File: src/rtl/alu_seq_acc.sv
// Registered WIDTH-bit ALU with an accumulator, {Z,N,C,V} flags, barrel shifts and
// a shift-add multiplier that takes WIDTH step cycles. Handshakes are valid/ready.
module alu_seq_acc #(
    parameter int WIDTH = 8
) (
    input  logic             clk,
    input  logic             rst,
    input  logic             ena,
    input  logic             in_valid,
    output logic             in_ready,
    input  logic [3:0]       op,
    input  logic [WIDTH-1:0] a,
    input  logic [WIDTH-1:0] b,
    input  logic             use_acc,
    output logic             out_valid,
    input  logic             out_ready,
    output logic [WIDTH-1:0] result,
    output logic [3:0]       flags,
    output logic [WIDTH-1:0] acc,
    output logic             busy
);
    localparam int SW = $clog2(WIDTH);
    localparam logic [SW-1:0] LAST_STEP = SW'(WIDTH - 1);

    // Handshake: an operation transfers on a rising edge where in_valid & in_ready;
    // a result transfers on an edge where out_valid & out_ready (ena=1 required for both).
    typedef enum logic {S_IDLE, S_MUL} state_t;

    state_t             state_q, state_d;
    logic               out_valid_q, out_valid_d;
    logic [WIDTH-1:0]   result_q, result_d;
    logic [3:0]         flags_q, flags_d;
    logic [WIDTH-1:0]   acc_q, acc_d;
    logic [SW-1:0]      cnt_q, cnt_d;
    logic [2*WIDTH-1:0] mcand_q, mcand_d;
    logic [WIDTH-1:0]   mplier_q, mplier_d;
    logic [2*WIDTH-1:0] prod_q, prod_d;

    logic [WIDTH-1:0]   op_a, alu_res, flag_res;
    logic               alu_c, alu_v, cin, accept;
    logic [SW-1:0]      sh;
    logic [WIDTH:0]     add_ext, sub_ext, shl_ext, shr_ext;
    logic [2*WIDTH-1:0] prod_nxt;

    assign in_ready  = ena & ~rst & (state_q == S_IDLE) & (~out_valid_q | out_ready);
    assign accept    = in_valid & in_ready;
    assign out_valid = out_valid_q;
    assign result    = result_q;
    assign flags     = flags_q;
    assign acc       = acc_q;
    assign busy      = (state_q == S_MUL);

    assign op_a     = use_acc ? acc_q : a;
    assign sh       = b[SW-1:0];
    assign cin      = (op == 4'd10) & flags_q[1];
    assign add_ext  = {1'b0, op_a} + {1'b0, b} + {{WIDTH{1'b0}}, cin};
    assign sub_ext  = {1'b0, op_a} - {1'b0, b};
    // Bit WIDTH of shl_ext / bit 0 of shr_ext is the last bit pushed out (0 for sh=0).
    assign shl_ext  = {1'b0, op_a} << sh;
    assign shr_ext  = {op_a, 1'b0} >> sh;
    assign prod_nxt = prod_q + (mplier_q[0] ? mcand_q : {2*WIDTH{1'b0}});

    always_comb begin
        alu_res = '0;
        alu_c   = 1'b0;
        alu_v   = 1'b0;
        case (op)
            4'd0, 4'd10: begin
                alu_res = add_ext[WIDTH-1:0];
                alu_c   = add_ext[WIDTH];
                alu_v   = (op_a[WIDTH-1] == b[WIDTH-1]) & (alu_res[WIDTH-1] != op_a[WIDTH-1]);
            end
            4'd1, 4'd11: begin
                alu_res = sub_ext[WIDTH-1:0];
                alu_c   = sub_ext[WIDTH];
                alu_v   = (op_a[WIDTH-1] != b[WIDTH-1]) & (alu_res[WIDTH-1] != op_a[WIDTH-1]);
            end
            4'd2: alu_res = op_a & b;
            4'd3: alu_res = op_a | b;
            4'd4: alu_res = op_a ^ b;
            4'd5: alu_res = ~op_a;
            4'd6: alu_res = b;
            4'd7: begin
                alu_res = shl_ext[WIDTH-1:0];
                alu_c   = shl_ext[WIDTH];
            end
            4'd8: begin
                alu_res = shr_ext[WIDTH:1];
                alu_c   = shr_ext[0];
            end
            default: alu_res = '0;
        endcase
        // CMP keeps the difference for flags only; the visible result is operand A.
        flag_res = alu_res;
        if (op == 4'd11) alu_res = op_a;
    end

    always_comb begin
        state_d     = state_q;
        out_valid_d = out_valid_q;
        result_d    = result_q;
        flags_d     = flags_q;
        acc_d       = acc_q;
        cnt_d       = cnt_q;
        mcand_d     = mcand_q;
        mplier_d    = mplier_q;
        prod_d      = prod_q;
        if (ena) begin
            if (out_ready) out_valid_d = 1'b0;
            case (state_q)
                S_IDLE: begin
                    if (accept) begin
                        if (op == 4'd9) begin
                            state_d  = S_MUL;
                            cnt_d    = '0;
                            mcand_d  = {{WIDTH{1'b0}}, op_a};
                            mplier_d = b;
                            prod_d   = '0;
                        end else begin
                            out_valid_d = 1'b1;
                            result_d    = alu_res;
                            flags_d     = {flag_res == '0, flag_res[WIDTH-1], alu_c, alu_v};
                            if (op < 4'd11) acc_d = alu_res;
                        end
                    end
                end
                S_MUL: begin
                    prod_d   = prod_nxt;
                    mcand_d  = mcand_q << 1;
                    mplier_d = mplier_q >> 1;
                    cnt_d    = cnt_q + 1'b1;
                    if (cnt_q == LAST_STEP) begin
                        state_d     = S_IDLE;
                        out_valid_d = 1'b1;
                        result_d    = prod_nxt[WIDTH-1:0];
                        flags_d     = {prod_nxt[WIDTH-1:0] == '0, prod_nxt[WIDTH-1],
                                       |prod_nxt[2*WIDTH-1:WIDTH], 1'b0};
                        acc_d       = prod_nxt[WIDTH-1:0];
                    end
                end
                default: state_d = S_IDLE;
            endcase
        end
    end

    always_ff @(posedge clk) begin
        if (rst) begin
            state_q     <= S_IDLE;
            out_valid_q <= 1'b0;
            result_q    <= '0;
            flags_q     <= '0;
            acc_q       <= '0;
            cnt_q       <= '0;
            mcand_q     <= '0;
            mplier_q    <= '0;
            prod_q      <= '0;
        end else begin
            state_q     <= state_d;
            out_valid_q <= out_valid_d;
            result_q    <= result_d;
            flags_q     <= flags_d;
            acc_q       <= acc_d;
            cnt_q       <= cnt_d;
            mcand_q     <= mcand_d;
            mplier_q    <= mplier_d;
            prod_q      <= prod_d;
        end
    end
endmodule

File: config.mk
export PLATFORM = sky130hd
export DESIGN_NAME = alu_seq_acc
export DESIGN_NICKNAME = d
export VERILOG_FILES = /design/src/rtl/alu_seq_acc.sv
export SDC_FILE = /design/constraint.sdc
export NUM_CORES = 1
export LEC_CHECK = 0
export BUFFER_PORTS_ARGS = -buffer_cell sky130_fd_sc_hd__buf_4
export CORE_MARGIN = 8
export CORE_UTILIZATION = 45
export CTS_BUF_LIST = sky130_fd_sc_hd__clkbuf_8
export DETAILED_ROUTE_END_ITERATION = 12
export MAX_ROUTING_LAYER = met4
export PLACE_DENSITY = 0.65
export SLEW_MARGIN = 20
export SYNTH_ARGS = -nofsm -noshare
export SYNTH_HDL_FRONTEND = slang
export SYNTH_SLANG_ARGS = --single-unit
File: constraint.sdc
create_clock -name clk -period 3.5 [get_ports clk]
set_clock_uncertainty 0.2 [all_clocks]
set_input_delay 0 -clock clk [delete_from_list [all_inputs] [get_ports clk]]
set_output_delay 0 -clock clk [all_outputs]
set_load 0.005 [all_outputs]
Yosys cells after proc, flatten, opt, wreduce, memory -nomap -nowiden
Index checks and enable logic that the tools add are counted.
Storage, ports and cells
  register bits: 65
  output and inout bits: 23
Operators by class
  eq/ne operators: 21
  bitwise gates (word level): 15
  magnitude comparators: 1
  muxes and demuxes: 39
  shift-type cells: 2
  reductions and logical operators: 9
  add/subtract/negate cells: 5
Operator list (number)
  16-bit 2-to-1 mux: 5
  8-bit 2-to-1 mux: 10
  8-bit one-hot mux with 9 select lines: 1
  16-bit one-hot mux with 2 select lines: 2
  8-bit one-hot mux with 2 select lines: 3
  16-bit adder: 1
  4-bit by 3-bit equality test with 1-bit output (second input constant): 4
  4-bit equality test (second input constant): 4
  8-bit zero test: 2
  4-bit 2-to-1 mux: 3
  8-bit by 8-bit adder with 9-bit output: 1
  9-bit by 1-bit adder with 9-bit output: 1
  8-bit by 3-bit left shift with 9-bit output: 1
  9-bit by 3-bit right shift with 9-bit output: 1
  8-bit by 8-bit subtractor with 9-bit output: 1
  8-bit bitwise AND: 1
  4-bit by 2-bit equality test with 1-bit output (second input constant): 2
  8-bit inverter: 1
  8-bit OR: 1
  4-bit one-hot mux with 2 select lines: 1
  8-bit OR reduction: 1
  8-bit bitwise XOR: 1
  1-bit bitwise AND: 7
  1-bit 2-to-1 mux: 7
  other kinds (19): 30

Longest topological paths before layout
  word-level depth: 9
  depth in mapped cells: 16

Least setup slack after synthesis
Ideal clock, no wire load.
  path kind: input to register
  from: input op[0]
  to: register flags_q[3] (netlist: flags[3])
  setup slack: 0.132 ns
  buffers on the path: 4
  library setup time: 0.088 ns
  stages on the path: 14
  data arrival time: 3.080 ns
  data required time: 3.212 ns
  cells stage by stage: buf_2 buf_1 buf_2 clkbuf_1 or3_1 fa_1 inv_1 fa_1 mux2_2 a222oi_1 o211ai_1 nor3_1 nand4_1 o32ai_2
Between the ends
  longest elaborated chain between the ends: 8
  elaborated cells on any way between the ends: 23
Ends and longest elaborated chain
  start: declaration: line 11  | input logic [3:0] op,
  4-bit equality test: line 55, 67
  1-bit bitwise AND: line 55  | assign cin = (op == 4'd10) & flags_q[1];
  9-bit by 1-bit adder with 9-bit output: line 56  | assign add_ext = {1'b0, op_a} + {1'b0, b} + {{WIDTH{1'b0}}, cin};
  8-bit one-hot mux with 9 select lines: line 67  | case (op)
  8-bit zero test: line 122  | flags_d = {flag_res == '0, flag_res[WIDTH-1], alu_c, alu_v};
  4-bit 2-to-1 mux: line 113  | if (op == 4'd9) begin
  4-bit 2-to-1 mux: line 112  | if (accept) begin
  4-bit one-hot mux with 2 select lines: line 110  | case (state_q)
  end signal: assignment: line 161  | flags_q <= flags_d;
  end: declaration: line 32  | logic [3:0] flags_q, flags_d;
Parallel ways exist; a longest one is shown, timed or not. The select of a mux whose other input is x is not followed.
A chain may end at the register's enable or synchronous reset.

Worst setup path after layout
  from: register mcand_q[0]
  to: register flags_q[1] (netlist: flags[1])
Between the ends
  longest elaborated chain between the ends: 5
Ends and longest elaborated chain
  start: declaration: line 35  | logic [2*WIDTH-1:0] mcand_q, mcand_d;
  start signal: assignment: line 164  | mcand_q <= mcand_d;
  16-bit 2-to-1 mux: line 61  | assign prod_nxt = prod_q + (mplier_q[0] ? mcand_q : {2*WIDTH{1'b0}});
  16-bit adder: line 61
  8-bit OR reduction: line 137  | |prod_nxt[2*WIDTH-1:WIDTH], 1'b0};
  4-bit 2-to-1 mux: line 132  | if (cnt_q == LAST_STEP) begin
  4-bit one-hot mux with 2 select lines: line 110
Every way passes these cells. The select of a mux whose other input is x is not followed.

==> flow_summary.ini <==
[run_status]
status = finished, final reports clean

[setup_path]
cp.required_ns = 3.50
startpoint_type = flip-flop
crit_fanout = 3
critPathMaxStageDelay_ns = 0.44
critical_path.slowest_cell = fa_1
timing_worst_setup_path_type = flip-flop to flip-flop
ff2ff_path_depth = 11
critPathArrivalTime_ns = 3.32
cp-end-kind = flip-flop
crit_chain = and2_1 > ha_1 > fa_1 > a211oi_2 > o21ai_1 > a31oi_1 > xnor2_1 > or3_1 > or3_1 > o41ai_2 > a21oi_1
cp_common_cell = or3_1

[floorplan]
rows = 41
die_x_um = 130
die_area_mm2 = 0.0169
core_area_mm2 = 0.0127
pin_count = 49
initial_core_util = 0.461
dieHeight_um = 130

[clocking]
root_buffer = clkbuf_8
clk_latency_ns = 0.36
htreeDepth = 3
cts.clk_slew.worst_paths_ns = 0.08
cts_max_path_buffers = 2
numCtsBuffers = 9
cts_tree = built
clock-sinks = 65

[yosys]
synth_async_sr_flop_share = 0
synth_seq_area_share = 0.223
synth-edff-count = 0
ys_warn_count = 0
synth.area.top_cells = dfxtp_1 22%, ha_1 9.2%, a21oi_1 5.2%
postSynthNetCount = 816
yosysUniqueCellTypes = 76
postSynthCellCount = 743
ys_ff_latch = 65
ys.flop_type = dfxtp_1
avgSynthCellArea_um2 = 7.87
yosysTopAreaCell = dfxtp_1
synth_area_mm2 = 0.00584
yosys.area.top_type_share = 0.223

[routing]
firstDrtPassIters = 6
wire_per_inst_um = 19.3
vias = 5923
vias_per_cell = 6.06
drc = 0
wl_mm = 18.8
drt_iter0_markers = 456
ant_nets = 0

[sta]
worst_slew_margin_rel = 0.462
fin_worst_hold_slack_ns = 0.0246
maxSlewViolCount = 0
fin_tns_setup_ns = 0
fmax_ghz = 0.301
setup_slack_ns = 0.180
finalHoldViolCount = 0
setup_viol = 0
period_share = 0.948
worst_pin_slew_ns = 0.802
period_needed_ns = 3.32

[pwr]
p_leak_nw = 2.74
design_power_total_mw = 1.86
peakVddDrop_mv = 0.251
powerDensity_mw_per_mm2 = 273

[cells_and_area]
final_common_cell = buf_4
fillerInstances = 1251
mostFrequentLayoutCells = 84 x buf_4, 81 x nand2_1, 75 x nor2_1
layout-drive-gt1-share = 0.172
fin_area_mm2 = 0.00682
fin_nets = 875
syn2layout_area_growth_pct = 16.7
final_cell_count_no_fill = 978
num_antenna_cells = 0
finish.utilization = 0.538

[grt]
grt_max_degree = 68
grt_pass1_wl_mm = 29.9
grt_pass1_vias = 5614
grt_overflow = 0
antenna_found_initial = 0
grtUsageTotal = 0.231

[job]
cap_violations = 0

[place]
dp.cells = 952
dp_hpwl_mm = 14.4
place_ws_ns = 0.146
gp_congestion = 0.972
placed_cell_area_mm2 = 0.00650
port_buffers = 48

[min_path]
hp-class = input pin to flip-flop
min_path_cells = 3
## where the power goes
part	switching, mW	internal, mW
Combinational	0.285	0.213
Clock	0.293	0.316
Sequential	0.00595	0.747
## Yosys cell counts, drive strengths merged (17+ instances only)
cell type	instances
a21oi	62
nand3	33
a22oi	17
mux2i	27
dfxtp	65
clkbuf	36
inv	28
nand2	81
and2	17
o21ai	25
nor2	75
ha	43
nor3	24
a211oi	29
## cell families after synthesis
| group | count (synthesis) | synth area share |
|---|---|---|
| adders and majority gates | 47 | 0.106 |
| DFF | 65 | 0.223 |
| xor gates and xnor gates | 18 | 0.0270 |
| buffers and inverters | 78 | 0.0546 |
| and+or+nand+nor | 278 | 0.225 |
| AOI/OAI and AO/OA | 205 | 0.242 |
| muxes | 52 | 0.123 |
## registers in the layout, summed over array words and instances, names as in the netlist
signal,count
prod_q,16
acc,8
flags,4
mplier_q,8
busy,1
out_valid,1
mcand_q,16
cnt_q,3
result,8
## worst max-delay path: cells and delay by family (launching register included)
family	cells	cell delay, ns
adder cells (fa/ha/maj)	2	0.65
AND/OR/NAND/NOR	3	0.92
AO/OA/AOI/OAI	5	0.96
flip-flops	1	0.33
XOR/XNOR	1	0.12
## cell type report
| cell class | instances | area, um2 | area share |
|---|---|---|---|
| well taps | 172 | 215 | 0.0316 |
| clock inverters | 6 | 53.8 | 0.00789 |
| flip-flops and latches | 65 | 1300 | 0.191 |
| inverters | 30 | 113 | 0.0165 |
| multi-input cells | 600 | 4250 | 0.623 |
| repair buffers | 96 | 761 | 0.112 |
| clock buffers | 9 | 124 | 0.0182 |
## per-layer routing
metal | track usage | part of all wire
met1 | 0.269 | 0.42
met2 | 0.394 | 0.49
met5 | - | 0
met4 | 0.0888 | 0.030
met3 | 0.0351 | 0.057
## worst paths after layout
kind / to / from / slack, ns
hold reg to reg: cnt_q[2] / cnt_q[2] / 0.27
setup reg to reg: flags[1] / mcand_q[0] / 0.18
setup / recovery: flags[1] / mcand_q[0] / 0.18
hold / removal: mplier_q[0] / b[0] / 0.02
## timing repair
item                                   CTS  global route
endpoints found under the hold margin   38             0
resized for setup                        0             6
setup endpoints to repair                0             3
setup buffers                            0             0
hold buffers                            11             0
Note: power is estimated with default switching activity, not from simulation.
